==> src/rtl/subpel_sequencer_if.sv <==
// Control/handshake bundle between the sub-pel sequencer and its surroundings.
//   slave  : the sequencer (consumes start/frac/abort/row_valid, drives the rest)
//   master : the block requester / datapath side
interface subpel_sequencer_if;
    logic       start;
    logic [1:0] frac_x;
    logic [1:0] frac_y;
    logic       abort;
    logic       row_valid;
    logic       row_ready;
    logic       load_in;
    logic [7:0] sel;
    logic       load_L;
    logic       out_we;
    logic [4:0] out_idx;
    logic [1:0] frac_x_q;
    logic [1:0] frac_y_q;
    logic       busy;
    logic       done;

    modport slave (
        input  start, frac_x, frac_y, abort, row_valid,
        output row_ready, load_in, sel, load_L, out_we, out_idx,
               frac_x_q, frac_y_q, busy, done
    );

    modport master (
        output start, frac_x, frac_y, abort, row_valid,
        input  row_ready, load_in, sel, load_L, out_we, out_idx,
               frac_x_q, frac_y_q, busy, done
    );
endinterface

==> src/rtl/subpel_sequencer.sv <==
// Sub-pixel interpolation sequencer: loads ROWS window rows, steps the input
// mux through a horizontal pass (ROWS steps) and an optional vertical pass
// (NUM_PIXEL steps), and emits FIR_LAT-delayed load/write strobes.
// Ports: clk, rst_n (async active-low), bus (subpel_sequencer_if.slave):
//   start/frac_x/frac_y/abort/row_valid in; row_ready, load_in, sel, load_L,
//   out_we, out_idx, frac_x_q, frac_y_q, busy, done out.
module subpel_sequencer #(
    parameter int unsigned NUM_PIXEL = 8,
    parameter int unsigned TAPS      = 8,
    parameter int unsigned FIR_LAT   = 2
) (
    input  logic               clk,
    input  logic               rst_n,
    subpel_sequencer_if.slave  bus
);
    localparam int unsigned ROWS  = NUM_PIXEL + TAPS - 1;
    localparam int unsigned CNT_W = 5;
    localparam int unsigned IDX_W = 5;
    localparam int unsigned SEL_W = 8;

    localparam logic [CNT_W-1:0] ROWS_M1 = CNT_W'(ROWS - 1);
    localparam logic [CNT_W-1:0] NP_M1   = CNT_W'(NUM_PIXEL - 1);
    localparam logic [CNT_W-1:0] LAT_M1  = CNT_W'(FIR_LAT - 1);
    // HPASS steps whose result is also a final output pixel (first-pass column)
    localparam logic [CNT_W-1:0] OUT_LO  = CNT_W'(3);
    localparam logic [CNT_W-1:0] OUT_HI  = CNT_W'(3 + NUM_PIXEL - 1);

    typedef enum logic [2:0] {
        S_IDLE, S_FILL, S_HPASS, S_VPASS, S_DRAIN, S_DONE
    } state_t;

    typedef struct packed {
        logic             load;
        logic             we;
        logic [IDX_W-1:0] idx;
    } tag_t;

    state_t           state_q, state_d;
    logic [CNT_W-1:0] cnt_q, cnt_d;
    logic [1:0]       fx_q, fx_d;
    logic [1:0]       fy_q, fy_d;
    logic [SEL_W-1:0] sel_q, sel_d;
    logic             row_ready_q, row_ready_d;
    logic             busy_q, busy_d;
    logic             done_q, done_d;
    tag_t             pipe_q [FIR_LAT];
    tag_t             pipe_d [FIR_LAT];

    logic             handshake;
    logic             abort_hit;
    tag_t             issue;

    assign handshake = bus.row_valid & row_ready_q;
    assign abort_hit = bus.abort & (state_q != S_IDLE);

    // Next state, counters, issue tag and registered-output next values
    always_comb begin
        state_d = state_q;
        cnt_d   = cnt_q;
        fx_d    = fx_q;
        fy_d    = fy_q;
        issue   = '0;

        unique case (state_q)
            S_IDLE: begin
                if (bus.start) begin
                    state_d = S_FILL;
                    cnt_d   = '0;
                    fx_d    = bus.frac_x;
                    fy_d    = bus.frac_y;
                end
            end
            S_FILL: begin
                if (handshake) begin
                    if (cnt_q == ROWS_M1) begin
                        state_d = S_HPASS;
                        cnt_d   = '0;
                    end else begin
                        cnt_d = cnt_q + CNT_W'(1);
                    end
                end
            end
            S_HPASS: begin
                issue.load = 1'b1;
                if (cnt_q >= OUT_LO && cnt_q <= OUT_HI) begin
                    issue.we  = 1'b1;
                    issue.idx = cnt_q - OUT_LO;
                end
                if (cnt_q == ROWS_M1) begin
                    state_d = (fy_q != 2'd0) ? S_VPASS : S_DRAIN;
                    cnt_d   = '0;
                end else begin
                    cnt_d = cnt_q + CNT_W'(1);
                end
            end
            S_VPASS: begin
                issue.we  = 1'b1;
                issue.idx = IDX_W'(NUM_PIXEL) + cnt_q;
                if (cnt_q == NP_M1) begin
                    state_d = S_DRAIN;
                    cnt_d   = '0;
                end else begin
                    cnt_d = cnt_q + CNT_W'(1);
                end
            end
            S_DRAIN: begin
                if (cnt_q == LAT_M1) begin
                    state_d = S_DONE;
                    cnt_d   = '0;
                end else begin
                    cnt_d = cnt_q + CNT_W'(1);
                end
            end
            S_DONE: begin
                state_d = S_IDLE;
                cnt_d   = '0;
            end
            default: begin
                state_d = S_IDLE;
                cnt_d   = '0;
            end
        endcase

        // Abort drops the block and anything still in flight
        if (abort_hit) begin
            state_d = S_IDLE;
            cnt_d   = '0;
            issue   = '0;
        end

        pipe_d[0] = issue;
        for (int i = 1; i < int'(FIR_LAT); i++) begin
            pipe_d[i] = pipe_q[i-1];
        end
        if (abort_hit) begin
            for (int i = 0; i < int'(FIR_LAT); i++) begin
                pipe_d[i] = '0;
            end
        end

        // Outputs are registered: decode them from the next state
        sel_d = '0;
        case (state_d)
            S_HPASS: sel_d = SEL_W'(cnt_d);
            S_VPASS: sel_d = SEL_W'(ROWS) + SEL_W'(cnt_d);
            default: sel_d = '0;
        endcase
        row_ready_d = (state_d == S_FILL);
        busy_d      = (state_d != S_IDLE);
        done_d      = (state_d == S_DONE);
    end

    // State and output registers
    always_ff @(posedge clk or negedge rst_n) begin
        if (!rst_n) begin
            state_q     <= S_IDLE;
            cnt_q       <= '0;
            fx_q        <= '0;
            fy_q        <= '0;
            sel_q       <= '0;
            row_ready_q <= 1'b0;
            busy_q      <= 1'b0;
            done_q      <= 1'b0;
            for (int i = 0; i < int'(FIR_LAT); i++) begin
                pipe_q[i] <= '0;
            end
        end else begin
            state_q     <= state_d;
            cnt_q       <= cnt_d;
            fx_q        <= fx_d;
            fy_q        <= fy_d;
            sel_q       <= sel_d;
            row_ready_q <= row_ready_d;
            busy_q      <= busy_d;
            done_q      <= done_d;
            for (int i = 0; i < int'(FIR_LAT); i++) begin
                pipe_q[i] <= pipe_d[i];
            end
        end
    end

    assign bus.row_ready = row_ready_q;
    assign bus.load_in   = handshake;
    assign bus.sel       = sel_q;
    assign bus.load_L    = pipe_q[FIR_LAT-1].load;
    assign bus.out_we    = pipe_q[FIR_LAT-1].we;
    assign bus.out_idx   = pipe_q[FIR_LAT-1].idx;
    assign bus.frac_x_q  = fx_q;
    assign bus.frac_y_q  = fy_q;
    assign bus.busy      = busy_q;
    assign bus.done      = done_q;

endmodule

==> src/flat_wrapper.sv <==
// flat-port wrapper written by rule: the top's interface ports become plain ports
module subpel_sequencer_flat 
#(
    parameter int unsigned NUM_PIXEL = 8,
    parameter int unsigned TAPS      = 8,
    parameter int unsigned FIR_LAT   = 2
)
  (clk, rst_n, bus_start, bus_frac_x, bus_frac_y, bus_abort, bus_row_valid, bus_row_ready, bus_load_in, bus_sel, bus_load_L, bus_out_we, bus_out_idx, bus_frac_x_q, bus_frac_y_q, bus_busy, bus_done);
  subpel_sequencer_if bus_i ();
  input  logic clk;
  input  logic rst_n;
  input wire logic [$bits(bus_i.start)-1:0] bus_start;
  input wire logic [$bits(bus_i.frac_x)-1:0] bus_frac_x;
  input wire logic [$bits(bus_i.frac_y)-1:0] bus_frac_y;
  input wire logic [$bits(bus_i.abort)-1:0] bus_abort;
  input wire logic [$bits(bus_i.row_valid)-1:0] bus_row_valid;
  output wire logic [$bits(bus_i.row_ready)-1:0] bus_row_ready;
  output wire logic [$bits(bus_i.load_in)-1:0] bus_load_in;
  output wire logic [$bits(bus_i.sel)-1:0] bus_sel;
  output wire logic [$bits(bus_i.load_L)-1:0] bus_load_L;
  output wire logic [$bits(bus_i.out_we)-1:0] bus_out_we;
  output wire logic [$bits(bus_i.out_idx)-1:0] bus_out_idx;
  output wire logic [$bits(bus_i.frac_x_q)-1:0] bus_frac_x_q;
  output wire logic [$bits(bus_i.frac_y_q)-1:0] bus_frac_y_q;
  output wire logic [$bits(bus_i.busy)-1:0] bus_busy;
  output wire logic [$bits(bus_i.done)-1:0] bus_done;
  assign bus_i.start = bus_start;
  assign bus_i.frac_x = bus_frac_x;
  assign bus_i.frac_y = bus_frac_y;
  assign bus_i.abort = bus_abort;
  assign bus_i.row_valid = bus_row_valid;
  assign bus_row_ready = bus_i.row_ready;
  assign bus_load_in = bus_i.load_in;
  assign bus_sel = bus_i.sel;
  assign bus_load_L = bus_i.load_L;
  assign bus_out_we = bus_i.out_we;
  assign bus_out_idx = bus_i.out_idx;
  assign bus_frac_x_q = bus_i.frac_x_q;
  assign bus_frac_y_q = bus_i.frac_y_q;
  assign bus_busy = bus_i.busy;
  assign bus_done = bus_i.done;
  subpel_sequencer #(.NUM_PIXEL(NUM_PIXEL), .TAPS(TAPS), .FIR_LAT(FIR_LAT)) u_core (.clk(clk), .rst_n(rst_n), .bus(bus_i));
endmodule
==> config.mk <==
export PLATFORM = sky130hd
export DESIGN_NAME = subpel_sequencer_flat
export DESIGN_NICKNAME = d
export VERILOG_FILES = /design/src/rtl/subpel_sequencer_if.sv /design/src/rtl/subpel_sequencer.sv /design/src/flat_wrapper.sv
export SDC_FILE = /design/constraint.sdc
export NUM_CORES = 1
export LEC_CHECK = 0
export CAP_MARGIN = 30
export CORE_MARGIN = 5
export CORE_UTILIZATION = 53
export DETAILED_ROUTE_END_ITERATION = 12
export PLACE_DENSITY = 0.87
export SLEW_MARGIN = 20
export SYNTH_ARGS = -nofsm -noshare
export SYNTH_HDL_FRONTEND = slang
export SYNTH_SLANG_ARGS = --single-unit
==> constraint.sdc <==
create_clock -name clk -period 3.3 [get_ports clk]
set_input_delay 0.495 -clock clk [delete_from_list [all_inputs] [get_ports clk]]
set_output_delay 0.495 -clock clk [all_outputs]
set_load 0.1 [all_outputs]
## Yosys cells after proc, flatten, opt, wreduce, memory -nomap -nowiden

Index checks and enable logic that the tools add are counted.

| word-level totals | value |
|---|---|
| register bits | 37 |
| bits of input ports | 9 |
| logic and storage cells | 60 |

| operators by class | value |
|---|---|
| $add $sub $neg | 4 |
| magnitude comparators | 2 |
| equality and inequality tests | 11 |
| muxes and demuxes | 21 |
| bitwise gates (word level) | 2 |
| reductions and logical operators | 6 |

Operators with widths:

| cell | number |
|---|---|
| $mux W5 | 6 |
| $pmux W5 S5 | 1 |
| $mux W3 | 8 |
| $pmux W8 S2 | 1 |
| $pmux W3 S5 | 1 |
| $mux W14 | 1 |
| $eq A3 B2 Y1 const B | 4 |
| $pmux W6 S2 | 1 |
| $add A4 B5 Y6 const A | 1 |
| $eq A3 B1 Y1 const B | 2 |
| $eq A3 B3 Y1 const B | 2 |
| $mux W6 | 1 |
| $reduce_bool A3 Y1 | 2 |
| $add A4 B5 Y5 const A | 1 |
| $add A5 B1 Y5 const B | 1 |
| $eq A5 B1 Y1 const B | 1 |
| $eq A5 B3 Y1 const B | 1 |
| $eq A5 B4 Y1 const B | 1 |
| $ge A5 B2 Y1 const B | 1 |
| $le A5 B4 Y1 const B | 1 |
| $sub A5 B2 Y5 const B | 1 |
| $logic_not A3 Y1 | 1 |
| $and A1 B1 Y1 | 2 |
| $reduce_and A2 Y1 | 1 |
| 3 further kinds | 3 |

## Longest topological paths before layout

| depth | value |
|---|---|
| depth in word-level cells | 7 |
| gate-level depth with buffers | 11 |

## Worst setup path after synthesis

OpenSTA, ideal clock, no wires.

| timing | value |
|---|---|
| path type | reg-to-reg |
| start | register u_core.row_ready_q (netlist: u_core.bus.row_ready) |
| end | register u_core.busy_q (netlist: u_core.bus.busy) |
| library setup time | 0.131 ns |
| arrival time | 2.903 ns |
| slack | 0.266 ns |
| stages on the path, launching flop included | 7 |
| path buffers | 0 |
| cells stage by stage | dfrtp_1 > and2_1 > a211o_1 > a31oi_1 > o21ai_1 > inv_1 > or3_1 |

| between the ends | value |
|---|---|
| word-level cells in the longest chain between the ends | 5 |

RTL lines:

| element | RTL line | RTL |
|---|---|---|
| from (decl) | subpel_sequencer.sv:43 | `logic row_ready_q, row_ready_d;` |
| from (signal assigned) | subpel_sequencer.sv:173 | `row_ready_q <= row_ready_d;` |
| $and A1 B1 Y1 | subpel_sequencer.sv:53 | `assign handshake = bus.row_valid & row_ready_q;` |
| net bus_load_in | flat_wrapper.sv:18 | `output wire logic [$bits(bus_i.load_in)-1:0] bus_load_in;` |
| $mux W3 | subpel_sequencer.sv:74 | `if (handshake) begin` |
| $pmux W3 S5 | subpel_sequencer.sv:64 | `unique case (state_q)` |
| $mux W3 | subpel_sequencer.sv:125 | `if (abort_hit) begin` |
| net u_core.state_d[0] | subpel_sequencer.sv:38 | `state_t state_q, state_d;` |
| $reduce_bool A3 Y1 | subpel_sequencer.sv:149 | `busy_d = (state_d != S_IDLE);` |
| net u_core.busy_d | subpel_sequencer.sv:44 | `logic busy_q, busy_d;` |
| to (signal assigned) | subpel_sequencer.sv:174 | `busy_q <= busy_d;` |
| to (decl) | subpel_sequencer.sv:44 |  |

The timed path passes the listed nets, and every way through them passes these cells.
A chain may end at the register's enable or synchronous reset.

## Final worst setup path

| timing | value |
|---|---|
| start | register u_core.cnt_q[0] |
| end | register u_core.sel_q[4] (netlist: u_core.bus.sel[4]) |

| between the ends | value |
|---|---|
| word-level cells in the longest chain between the ends | 7 |
| elaborated cells between the ends (all ways) | 22 |
| classes of those cells | add/sub (2); eq/ne (5); mux (15) |

RTL lines:

| element | RTL line | RTL |
|---|---|---|
| from (decl) | subpel_sequencer.sv:39 | `logic [CNT_W-1:0] cnt_q, cnt_d;` |
| from (signal assigned) | subpel_sequencer.sv:169 | `cnt_q <= cnt_d;` |
| $add A5 B1 Y5 / $eq A5 B4 Y1 (equally long branches) | n/a |  |
| $mux W5 / $mux W3 (equally long branches) | subpel_sequencer.sv:75, subpel_sequencer.sv:89 |  |
| $mux W5 / $mux W3 (equally long branches) | subpel_sequencer.sv:74 |  |
| $pmux W5 S5 / $pmux W3 S5 (equally long branches) | subpel_sequencer.sv:64 |  |
| $mux W5 / $mux W3 (equally long branches) | subpel_sequencer.sv:125 |  |
| $add A4 B5 Y6 / $eq A3 B2 Y1 (equally long branches) | subpel_sequencer.sv:145, subpel_sequencer.sv:143 |  |
| $pmux W8 S2 (*) | subpel_sequencer.sv:143 | `case (state_d)` |
| net u_core.sel_d[4] | subpel_sequencer.sv:42 | `logic [SEL_W-1:0] sel_q, sel_d;` |
| to (signal assigned) | subpel_sequencer.sv:172 | `sel_q <= sel_d;` |
| to (decl) | subpel_sequencer.sv:42 |  |

Mark *: on every way through the listed nets, which the timed path passes. The rest lies on a longest branch.

==> summary.txt <==
Area grow syn2layout = 18.5%
F_max = 0.332 GHz
Wirelength, routed = 3830 µm
Final setup TNS = 0 ns
Required time of the worst setup path = 3.53 ns
Port Buffers = 29
Final #Nets = 238
Most frequent cells after synthesis = 35 x dfrtp_1, 14 x nor2_1, 12 x inv_1
Vias in the first global route = 1,472
Cts hold-fix bufs = 0
Asr flop ratio synth = 100%
Cts repair resizes = 0
Post-DP Area = 2220 µm²
GRT overflow = 0
Ys flop type = dfrtp_1
Gate Count Post-Synth = 194
Clock root cell = clkbuf_4
Minimum clock period = 3.01 ns
RSZ-0062 raised after global routing = no
Ant. Diodes = 0
Worst-path clk slew = 0.10 ns
Status = completed
Max-slew violations = 0
Seq cells post-synth = 35
Worst Setup EP = u_core.bus.sel[4]$_DFF_PN0_
WS Path Type = reg2reg
Site Rows = 21
Starting density of the core = 56.2%
Post-synth cell types = 54
Proportion of layout cells with a drive suffix above 1 = 9.91%
Post-synth EDFFs = 0
Final instance area = 2280 µm²
Worst R2R Path Depth = 9
Synthesized area = 1920 µm²
Via Count = 1,500
Synth top area share = 45.6%
Pre-Repair DR Iteration Count = 4
Tot GR Track Use = 17.3%
CTS Buf Count = 5
Worst Max-Slew Pin Slew = 0.973 ns
H-tree level count = 2
Slew HR = 34.9%
Peak supply drop = 0.000359 V
Fill cell count = 259
Power density over the cells = 681 nW/µm²
Startpoint Class = flop
Gp weighted congestion = 0.889
CTS tree = built
Critical path arrival = 3.24 ns
Cells taking the most area after synthesis = dfrtp_1 46%, ha_1 4.6%, and2_1 3.6%
Remaining antenna violation count after routing = 0
Die Y = 70.2 µm
Clk sinks = 35
Hold Crit Class = reg2reg
Worst Setup End Kind = flop
Hpwl dp = 2870 µm
Mean post-synth cell area = 9.90 µm²
Wire length per cell = 14.3 µm
Max-cap violations = 0
CP startpoint = u_core.cnt_q[0]$_DFF_PN0_
# IOs = 32
Clk_skew = 0.0124 ns
Final period util = 91.3%
Register area share after synthesis = 45.6%
Max Fanout on Critical Path = 11
Worst reg2reg path startpoint = u_core.cnt_q[0]$_DFF_PN0_
Core area = 3420 µm²
Post-synth top area cell = dfrtp_1
DRT iter0 DRCs = 73
Initial antenna violation count = 0
Final Hold Vio Count = 0
DRC Markers = 0
Final setup violation count = 0
Most common cell in the synthesized netlist = dfrtp_1
Die width = 70.2 µm
Max clock buf depth = 2
Leakage power = 0.00103 µW
Worst hold slack = 0.463 ns
Drt via density = 5.60
First-pass GRT wire length = 6850 µm
R2R setup slack = 0.29 ns
R2r endpoint = u_core.bus.sel[4]$_DFF_PN0_
Worst-Skew Late Latency = 0.34 ns
Die ar. = 4930 µm²
Synthesis warning total = 0
Post-CTS Setup Inserts = 0
Largest net degree at the start of global routing = 36
## flip-flops by register name, indices dropped and copies added (netlist names)
| name | count |
|---|---|
| u_core.bus.frac_x_q | 2 |
| u_core.bus.busy | 1 |
| u_core.bus.done | 1 |
| u_core.state_q | 3 |
| u_core.bus.out_idx | 5 |
| u_core.bus.load_L | 1 |
| u_core.pipe_q | 7 |
| u_core.cnt_q | 5 |
| u_core.bus.sel | 6 |
| u_core.bus.out_we | 1 |
| u_core.bus.row_ready | 1 |
| u_core.bus.frac_y_q | 2 |
## worst max-delay path: stages, from the launching register on
cell and delay (ns):
dfrtp_1 0.59, ha_1 0.20, or4b_1 0.46, a32o_2 0.35, or2_1 0.26, o211ai_4 0.24
ha_1 0.20, inv_1 0.04, o41a_1 0.42, mux2i_1 0.12
## kinds of logic after synthesis
logic type | after synthesis | share of synthesized area (%)
adders and majority gates | 7 | 4.56
other | 1 | 0.195
and+or+nand+nor | 76 | 22.5
muxes | 5 | 2.87
buffers and inverters | 24 | 6.12
xor gates and xnor gates | 2 | 0.912
DFF | 35 | 45.6
AOI/OAI and AO/OA | 44 | 17.3
## power by group
part	internal (µW)	switching, µW
Sequential	479	65.6
Clock	98.6	133
Combinational	232	540
## per-stage QoR
stage                     power (µW)  setup slack [ns]  cells  utilization, %
after floorplan                 1150             0.266    195               -
after global placement          1320             0.415    261            65.0
after detailed placement        1320             0.330    261            65.0
after CTS                       1560             0.286    268            66.6
after global routing            1640             0.121    268            66.6
final                           1550             0.288    268            66.6
## cell type report
cell class	count	area, µm²	share of cell area [%]
multi-input cells	136	931	40.9
clock inverters	1	5.00	0.220
flip-flops and latches	35	876	38.5
clock buffers	6	51.3	2.25
inverters	12	45.0	1.98
well taps	46	57.6	2.53
repair buffers	32	310	13.6
## layer usage
layer | vias up | GRT usage (%) | part of all wire [%]
li1 | 728 | - | -
met1 | 712 | 22.4 | 43
met2 | 53 | 27.3 | 48
met3 | 7 | 5.45 | 7.1
met4 | 0 | 6.38 | 1.4
met5 | - | 0 | 0
## placed cells by master, fill, tap and decap left out, types with 4 or more instances in the layout
| master | count |
|---|---|
| mux2_2 | 4 |
| inv_1 | 12 |
| nand2b_1 | 9 |
| o21ai_0 | 10 |
| buf_4 | 4 |
| clkbuf_4 | 5 |
| clkdlybuf4s50_1 | 28 |
| dfrtp_1 | 35 |
| nand3_1 | 7 |
| a21oi_1 | 10 |
| ha_1 | 7 |
| nor2_1 | 14 |
| nand2_1 | 10 |
| and2_1 | 11 |
## worst min-delay path by stage
| stage | startpoint | endpoint | slack (ns) | cells past startpoint |
|---|---|---|---|---|
| after floorplan | rst_n | u_core.bus.busy$_DFF_PN0_ | 0.20 | 0 |
| after global placement | u_core.pipe_q[9]$_DFF_PN0_ | u_core.bus.out_idx[2]$_DFF_PN0_ | 0.43 | 1 |
| after detailed placement | u_core.pipe_q[13]$_DFF_PN0_ | u_core.bus.load_L$_DFF_PN0_ | 0.44 | 1 |
| after CTS | u_core.pipe_q[11]$_DFF_PN0_ | u_core.bus.out_idx[4]$_DFF_PN0_ | 0.47 | 1 |
| after global routing | u_core.pipe_q[7]$_DFF_PN0_ | u_core.bus.out_idx[0]$_DFF_PN0_ | 0.49 | 1 |
| final | u_core.pipe_q[11]$_DFF_PN0_ | u_core.bus.out_idx[4]$_DFF_PN0_ | 0.46 | 1 |
Note: power is estimated with default switching activity, not from simulation.
